File: config.mk
export PLATFORM = sky130hd
export DESIGN_NAME = float_24_8_to_fixed
export DESIGN_NICKNAME = d
export VERILOG_FILES = /design/src/rtl/float_24_8_to_fixed_pkg.sv /design/src/rtl/float_24_8_align.sv /design/src/rtl/float_24_8_to_fixed.sv
export SDC_FILE = /design/constraint.sdc
export NUM_CORES = 1
export LEC_CHECK = 0
export ABC_AREA = 1
export CAP_MARGIN = 20
export CORE_AREA = 2 2 135 137
export DETAILED_ROUTE_END_ITERATION = 10
export DIE_AREA = 0 0 137 139
export HOLD_SLACK_MARGIN = 0.1
export PLACE_DENSITY = 0.69
export SYNTH_ARGS = -nofsm -noshare
export SYNTH_HDL_FRONTEND = slang
export SYNTH_SLANG_ARGS = --single-unit
File: constraint.sdc
create_clock -name clk -period 4.4 [get_ports clk]
set_input_delay 0.66 -clock clk [delete_from_list [all_inputs] [get_ports clk]]
set_output_delay 0.66 -clock clk [all_outputs]
set_load 0.05 [all_outputs]
File: src/rtl/float_24_8_to_fixed_pkg.sv
// Shared float_24_8 types and helpers for the float -> fixed decode path.
// The rounding helper matches the adder's guard/sticky RNE rule.
package float_24_8_to_fixed_pkg;

  localparam int FLT_BIAS    = 127;
  localparam int FLT_MAN_W   = 23;
  localparam int FLT_EXP_MAX = 255;

  typedef struct packed {
    logic       sgn;
    logic [7:0] exp;
    logic [22:0] man;
  } float_24_8;

  function automatic logic rne_up(
    input logic lsb,
    input logic grd,
    input logic stk
  );
    return grd & (stk | lsb);
  endfunction

endpackage

File: src/rtl/float_24_8_align.sv
// Stage-1 alignment: shifts the hidden-one mantissa onto the fixed grid,
// rounding to nearest even on right shifts and flagging left-shift overflow.
module float_24_8_align
  import float_24_8_to_fixed_pkg::*;
#(
  parameter int OUT_W  = 32,
  parameter int FRAC_W = 16
) (
  input  float_24_8        in_data,
  output logic             sgn,
  output logic [OUT_W:0]   mag,
  output logic             ovf,
  output logic             isinf
);

  localparam int MW   = OUT_W + 1;
  localparam int WIDE = OUT_W + 25;
  localparam logic signed [9:0] OFFS =
    10'(FLT_BIAS + FLT_MAN_W - FRAC_W);
  localparam logic signed [9:0] DMAX = 10'(OUT_W);

  logic [23:0]        m;
  logic signed [9:0]  d;
  logic [5:0]         lsh;
  logic [5:0]         rsh;
  logic [WIDE-1:0]    wide;
  logic [49:0]        ext;
  logic [23:0]        kept;
  logic               grd;
  logic               stk;
  logic               up;

  always_comb begin
    m    = {1'b1, in_data.man};
    d    = signed'({2'b00, in_data.exp}) - OFFS;
    lsh  = 6'(d);
    rsh  = (d < -10'sd25) ? 6'd26 : 6'(-d);
    wide = WIDE'(m) << lsh;
    // 26 fraction bits below the kept field hold guard and sticky
    ext  = {m, 26'b0} >> rsh;
    kept = ext[49:26];
    grd  = ext[25];
    stk  = |ext[24:0];
    up   = rne_up(kept[0], grd, stk);

    sgn   = in_data.sgn;
    mag   = '0;
    ovf   = 1'b0;
    isinf = 1'b0;
    if (in_data.exp == 8'd0) begin
      sgn = 1'b0;
    end else if (in_data.exp == 8'(FLT_EXP_MAX)) begin
      isinf = 1'b1;
    end else if (d >= 10'sd0) begin
      ovf = (d >= DMAX) || (|wide[WIDE-1:MW]);
      mag = wide[OUT_W:0];
    end else begin
      mag = MW'(kept) + MW'(up);
    end
  end

endmodule

File: src/rtl/float_24_8_to_fixed.sv
// float_24_8 -> signed fixed point, two-stage valid/ready pipeline:
// align/round, then sign apply and clamp.
module float_24_8_to_fixed
  import float_24_8_to_fixed_pkg::*;
#(
  parameter int OUT_W  = 32,
  parameter int FRAC_W = 16
) (
  input  logic             clk,
  input  logic             reset,
  input  float_24_8        in_data,
  input  logic             in_valid,
  output logic             in_ready,
  output logic [OUT_W-1:0] out_data,
  output logic             out_sat,
  output logic             out_valid,
  input  logic             out_ready
);

  localparam logic [OUT_W:0] POS_LIM =
    {2'b00, {(OUT_W-1){1'b1}}};
  localparam logic [OUT_W:0] NEG_LIM =
    {2'b01, {(OUT_W-1){1'b0}}};
  localparam logic [OUT_W-1:0] POS_MAX =
    {1'b0, {(OUT_W-1){1'b1}}};
  localparam logic [OUT_W-1:0] NEG_MAX =
    {1'b1, {(OUT_W-1){1'b0}}};

  logic             a_sgn;
  logic [OUT_W:0]   a_mag;
  logic             a_ovf;
  logic             a_inf;

  logic             s1_valid;
  logic             s1_sgn;
  logic [OUT_W:0]   s1_mag;
  logic             s1_ovf;
  logic             s1_inf;

  logic             adv1;
  logic             adv2;
  logic             c_sat;
  logic [OUT_W-1:0] c_data;

  float_24_8_align #(
    .OUT_W  (OUT_W),
    .FRAC_W (FRAC_W)
  ) u_align (
    .in_data (in_data),
    .sgn     (a_sgn),
    .mag     (a_mag),
    .ovf     (a_ovf),
    .isinf   (a_inf)
  );

  assign adv2     = !out_valid || out_ready;
  assign adv1     = !s1_valid || adv2;
  assign in_ready = adv1;

  always_comb begin
    c_sat  = s1_ovf || s1_inf ||
             (s1_mag > (s1_sgn ? NEG_LIM : POS_LIM));
    c_data = s1_sgn ? OUT_W'(-s1_mag) : s1_mag[OUT_W-1:0];
    if (c_sat) begin
      c_data = s1_sgn ? NEG_MAX : POS_MAX;
    end
  end

  always_ff @(posedge clk) begin
    if (reset) begin
      s1_valid  <= 1'b0;
      out_valid <= 1'b0;
      out_data  <= '0;
      out_sat   <= 1'b0;
    end else begin
      if (adv1) s1_valid <= in_valid;
      if (adv2) out_valid <= s1_valid;
      if (adv2 && s1_valid) begin
        out_data <= c_data;
        out_sat  <= c_sat;
      end
    end
  end

  always_ff @(posedge clk) begin
    if (adv1 && in_valid) begin
      s1_sgn <= a_sgn;
      s1_mag <= a_mag;
      s1_ovf <= a_ovf;
      s1_inf <= a_inf;
    end
  end

endmodule

# Yosys cells after proc, flatten, opt, wreduce, memory -nomap -nowiden
# Index checks and enable logic that the tools add are counted.
word_totals:
  in_bits: 36
  out_inout_bits: 35
  reg_bits: 71
op_classes:
  bitwise: 3
  reduce_logical: 14
  n_eq_ne: 1
  shifts: 2
  order_cmp: 4
  addsub: 4
  muxes: 7
op_table:
  columns: ["operator", "n"]
  rows:
  - ["32-bit two-way mux", 4]
  - ["24-bit by 6-bit left shift with 57-bit output", 1]
  - ["50-bit by 6-bit >> shifter with 50-bit output", 1]
  - ["33-bit by 32-bit > comparator with 1-bit output", 1]
  - ["33-bit two-way mux", 1]
  - ["32-bit negation", 1]
  - ["24-bit by 1-bit adder with 25-bit output", 1]
  - ["25-bit OR reduction", 1]
  - ["24-bit OR reduction", 1]
  - ["9-bit by 1-bit greater-or-equal comparator with 1-bit output (second input constant)", 1]
  - ["9-bit by 7-bit greater-or-equal comparator with 1-bit output (second input constant)", 1]
  - ["9-bit by 6-bit < comparator with 1-bit output (second input constant)", 1]
  - ["8-bit by 8-bit subtractor with 9-bit output (second input constant)", 1]
  - ["8-bit equality test (second input constant)", 1]
  - ["8-bit zero test", 1]
  - ["6-bit two-way mux", 1]
  - ["6-bit negation", 1]
  - ["1-bit logical OR", 5]
  - ["3-bit OR reduction", 1]
  - ["1-bit logical AND", 2]
  - ["1-bit zero test", 2]
  - ["2-bit OR reduction", 1]
  - ["1-bit bitwise AND", 1]
  - ["1-bit two-way mux", 1]
  - ["2 further kinds", 2]

# Depth between registers and ports, before layout
# Gate-level depths: netlist of run 1.
logic_depth:
  depth_word: 9
  ltp_mapped: 30

# Cells and area by module
# Synthesis of run 1 repeated with hierarchy kept, for this count alone.
unflattened:
  hier_cells: 1562
  hier_area_um2: 9006.1
by_module_without_submodules:
  columns: ["module", "instances", "cells_per_inst", "area_each_um2"]
  rows:
  - ["float_24_8_align", 1, 948, 4536.9]
  - ["float_24_8_to_fixed", 1, 614, 4469.3]

# Worst setup path before layout of run 1
# Ideal clock, no wire load.
synth_path:
  kind: "input to register"
  start: "input port in_data[24] (netlist bit)"
  end: "register s1_mag[16], data pin"
  setup_slack_ps: 381
  arrival_time_ps: 3763
  path_buffers: 4
  required_ps: 4143
  stages: 26
  path_cell_list: "inv_1 -> clkbuf_1 -> clkbuf_1 -> ha_1 -> clkbuf_1 -> nor2_1 -> nor2_1 -> nand2_4 -> inv_2 -> buf_2 -> nand3_1 -> nand2_1 -> nand2_1 -> nand3_1 -> nand2_1 -> nor2_2 -> ha_1 -> inv_1 -> nor2_2 -> nand2_4 -> nor2_4 -> nand2_1 -> nand3_1 -> nand2_1 -> nand2_1 -> nand2_1"
synth_between:
  elab_chain_len: 9
  elab_cells_between_ends: 15
  cone_classes: "add/sub (3); order compare (2); eq/ne (1); shift (2); mux (2); bitwise (2); reduce/logical (3)"
synth_lines:
  columns: ["item", "line", "source"]
  rows:
  - ["from (decl)", "float_24_8_to_fixed.sv:11", "input float_24_8 in_data,"]
  - ["8-bit by 8-bit subtractor with 9-bit output", "float_24_8_align.sv:35", "d = signed'({2'b00, in_data.exp}) - OFFS;"]
  - ["9-bit by 6-bit < comparator with 1-bit output or 6-bit negation (tied branches)", "float_24_8_align.sv:37", "rsh = (d < -10'sd25) ? 6'd26 : 6'(-d);"]
  - ["6-bit two-way mux", "float_24_8_align.sv:37", null]
  - ["50-bit by 6-bit >> shifter with 50-bit output", "float_24_8_align.sv:40", "ext = {m, 26'b0} >> rsh;"]
  - ["25-bit OR reduction", "float_24_8_align.sv:43", "stk = |ext[24:0];"]
  - ["1-bit OR", "float_24_8_to_fixed_pkg.sv:20", "return grd & (stk | lsb);"]
  - ["1-bit bitwise AND", "float_24_8_to_fixed_pkg.sv:20", null]
  - ["24-bit by 1-bit adder with 25-bit output", "float_24_8_align.sv:58", "mag = MW'(kept) + MW'(up);"]
  - ["33-bit two-way mux", "float_24_8_align.sv:54", "end else if (d >= 10'sd0) begin"]
  - ["to (signal assigned)", "float_24_8_to_fixed.sv:88", "s1_mag <= a_mag;"]
  - ["to (decl)", "float_24_8_to_fixed.sv:36", "logic [OUT_W:0] s1_mag;"]
# Several ways; a longest one is shown, not always the timed one.
# A chain may end at the register's enable or synchronous reset.

# Worst setup path after layout of run 1
layout_path:
  start: "input port in_data[25] (netlist bit)"
  end: "register s1_mag[6], data pin"
# The elaborated chain is that of the path after synthesis.

==> results.sh, run 1 <==
export IMPL_outcome="finished, final reports clean"
export IMPL_die_width_um=137
export IMPL_finalWeightedCongestion=1.04
export IMPL_required_ns=4.46
export IMPL_routedWlPerCell_um=16.3
export IMPL_synth_warnings=0
export IMPL_ir_drop_mv=0.232
export IMPL_min_delay_start="out_data[31]"
export IMPL_ys_async_sr_fraction_pct=0
export IMPL_grt_total_usage_pct=29.3
export IMPL_vias=9793
export IMPL_clock_latency_ns=0.34
export IMPL_multi_input_area_um2=5920
export IMPL_ff_latch_area_um2=1780
export IMPL_max_freq_mhz=253
export IMPL_fin_area_um2=9930
export IMPL_synth_cells=1412
export IMPL_ys_flop_type="edfxtp_1"
export IMPL_cts_sinks=71
export IMPL_h_tree_depth=3
export IMPL_layout_cells_non_filler=1710
export IMPL_path_class="input pin to flip-flop"
export IMPL_finalNetCount=1554
export IMPL_core_um2=17700
export IMPL_antenna_found_initial=0
export IMPL_dp_cells=1693
export IMPL_cellPowerDensity_nw_per_um2=266
export IMPL_cp_arrival_ns=4.01
export IMPL_ctsLongestPathBuffers=2
export IMPL_vias_per_cell=5.73
export IMPL_grt_pass1_wl_um=44300
export IMPL_cts_clk_slew_worst_paths_ns=0.05
export IMPL_end_kind="flip-flop"
export IMPL_drive_gt1_share_pct=8.31
export IMPL_ys_types=46
export IMPL_n_antenna_cell=0
export IMPL_grt_max_degree=54
export IMPL_p_leak_nw=4.67
export IMPL_fill_cells=1835
export IMPL_cp_max_fo=27
export IMPL_start_util_pct=48.6
export IMPL_die_area_um2=19000
export IMPL_crit_start="in_data[25]"
export IMPL_rsz0062_at_grt="no"
export IMPL_cts_made_buffers=9
export IMPL_syn_area_um2=8580
export IMPL_min_path_type="flip-flop to flip-flop"
export IMPL_cp_start_kind="input pin"
export IMPL_p_total_mw=2.65
export IMPL_drv_slew=0
export IMPL_port_buffers=70
export IMPL_grt_pass1_vias=8887
export IMPL_maxCapViolCount=0
export IMPL_cts_root_buffer="clkbuf_16"
export IMPL_hold_buffers=0
export IMPL_post_route_util_pct=56.3
export IMPL_area_delta_synth_final_pct=15.8
export IMPL_ys_seq_elements=71
export IMPL_syn_num_nets=1489
export IMPL_pre_cts_slack_ns=-0.0297
export IMPL_wirelength_um=27900
export IMPL_remaining_drc_errors=0
export IMPL_first_pass_iters=5
export IMPL_min_period_ns=3.95
export IMPL_overflow=0
export IMPL_cts_tree="built"
export IMPL_setup_violations=0
export IMPL_ys_seq_area_share_pct=20.8
export IMPL_post_dp_hpwl_um=22500
export IMPL_timing_final_ws_setup_ns=0.446
export IMPL_hold_viol=0
export IMPL_maxSlewHeadroom_pct=36.5
export IMPL_avgSynthCellArea_um2=6.08
export IMPL_synth_edf_count=36
export IMPL_die_h_um=139
export IMPL_io_pins=71
export IMPL_drt_iter0_drc=726
export IMPL_finClkSkew_ns=0.00593
export IMPL_rows=49
export IMPL_tightestPinTransition_ns=0.952
export IMPL_placed_cell_area_um2=9630
export IMPL_detail_route_antenna_nets=0
export IMPL_finalCritPeriodShare_pct=89.9
export IMPL_timing_rr_start="s1_sgn"
-- synthesized netlist by cell type (2+ instances only) --
cell	count	share of area, %
clkinv_1	4	0.17
nor3b_1	2	0.17
a41oi_1	2	0.20
o211ai_1	29	2.5
o221ai_1	11	1.1
ha_1	41	6.0
xor2_1	10	1.0
nor2_8	2	0.47
o21ai_1	9	0.52
buf_6	7	0.92
clkbuf_1	39	1.7
nor2_2	15	1.1
nand3_1	200	12
o31ai_1	5	0.44
nor2_4	5	0.66
nand2_2	7	0.51
nand3b_1	8	0.70
nor2_1	95	4.2
o21ai_0	125	7.3
a31oi_1	5	0.36
a21oi_1	53	3.1
inv_1	136	5.9
xnor2_1	15	1.5
or2_2	6	0.44
nand2_4	5	0.66
o21a_1	6	0.52
nor3_1	15	0.87
inv_2	6	0.26
mux2i_1	13	1.5
nor4_1	8	0.58
buf_2	13	0.76
inv_4	2	0.15
nand3_2	9	1.0
buf_1	6	0.26
nand2_1	396	17
nand4_1	23	1.7
dfxtp_1	35	8.2
edfxtp_1	36	13
-- cell families after synthesis --
family	share of synthesized area [%]
XOR/XNOR	2.55
AO/OA/AOI/OAI	16.4
multiplexers	1.52
buffers and inverters	10.4
adder cells (fa/ha/maj)	5.98
AND/OR/NAND/NOR	42.4
flip-flops	20.8
-- stage by stage --
stage          setup TNS, ns  hold WS [ns]
6_report                   0         0.468
5_1_grt                    0         0.493
4_1_cts                    0         0.469
3_5_place_dp         -0.0466         0.460
3_3_place_gp               0         0.456
2_1_floorplan              0         0.498
-- repair_timing --
action,CTS,global route
setup endpoints to repair,0,6
gates resized for setup,0,5
buffers inserted,0,1
-- final cells by class --
class / count / share of cell area [%]
Multi-Input combinational cell: 1127 / 59.6
Sequential cell: 71 / 17.9
Timing Repair Buffer: 120 / 11.4
Inverter: 148 / 5.67
Tap cell: 229 / 2.88
Clock buffer: 11 / 2.34
Clock inverter: 4 / 0.239
-- sequential cells by signal, summed over array words and instances, names as in the netlist --
signal     count
out_valid      1
out_sat        1
s1_mag        33
s1_ovf         1
s1_sgn         1
s1_valid       1
s1_inf         1
out_data      32
-- worst paths after layout --
kind	to	slack (ns)	cells past startpoint
max	s1_mag[6]	0.45	27
min	out_data[31]	0.47	2
max reg2reg	out_data[4]	0.98	18
min reg2reg	out_data[31]	0.47	2
-- critical path: stages --
cell and delay [ns]:
clkdlybuf4s50_1 0.48, ha_2 0.19, inv_1 0.09, nand2_1 0.08, nand2_1 0.06, nand2_2 0.07
nand2_1 0.06, nor2_2 0.09, nand3_2 0.09, nand2_4 0.15, nand2_4 0.07, buf_4 0.22
nor2_1 0.14, inv_1 0.07, nor2_1 0.16, nand2_1 0.07, nand3_1 0.08, nand3_1 0.09
nor2_2 0.12, ha_1 0.17, inv_1 0.06, nor2_2 0.16, nand2_4 0.11, nor2_4 0.14
nand3_1 0.09, nand3_1 0.08, o21ai_0 0.11
-- cell usage in the layout, fill, tap and decap left out, types with 11 or more instances in the layout --
cell type | Yosys | layout
inv_1 | 136 | 136
clkdlybuf4s50_1 | 0 | 68
ha_1 | 41 | 40
buf_4 | 0 | 46
o21ai_0 | 125 | 125
edfxtp_1 | 36 | 36
nand2_1 | 396 | 396
o221ai_1 | 11 | 11
a21oi_1 | 53 | 53
o211ai_1 | 29 | 29
nor2_1 | 95 | 95
nand3_1 | 200 | 200
dfxtp_1 | 35 | 35
nand4_1 | 23 | 23
nor2_2 | 15 | 15
nor3_1 | 15 | 15
mux2i_1 | 13 | 13
xnor2_1 | 15 | 15
-- metal layers --
layer	part of all wire (%)	wire length (um)	global-route usage, %	vias to the layer above
li1	-	-	-	4899
met1	40	11200	34.6	4383
met2	49	13600	50.9	412
met3	5.3	1490	2.85	99
met4	5.9	1650	17.3	0
met5	0	0	0	-
-- where the power goes --
part           switching, mW  internal [mW]
Combinational          0.797          0.406
Clock                  0.258          0.375
Sequential            0.0516          0.759
Total                   1.11           1.54
Power figures use the tool's default switching activity.
==> run 2, diff against run 1 <==
Settings changed: CTS_CLUSTER_DIAMETER set to 150.
==> results of run 2 <==
No change in the layout: final DEF, timing and power equal those of run 1.
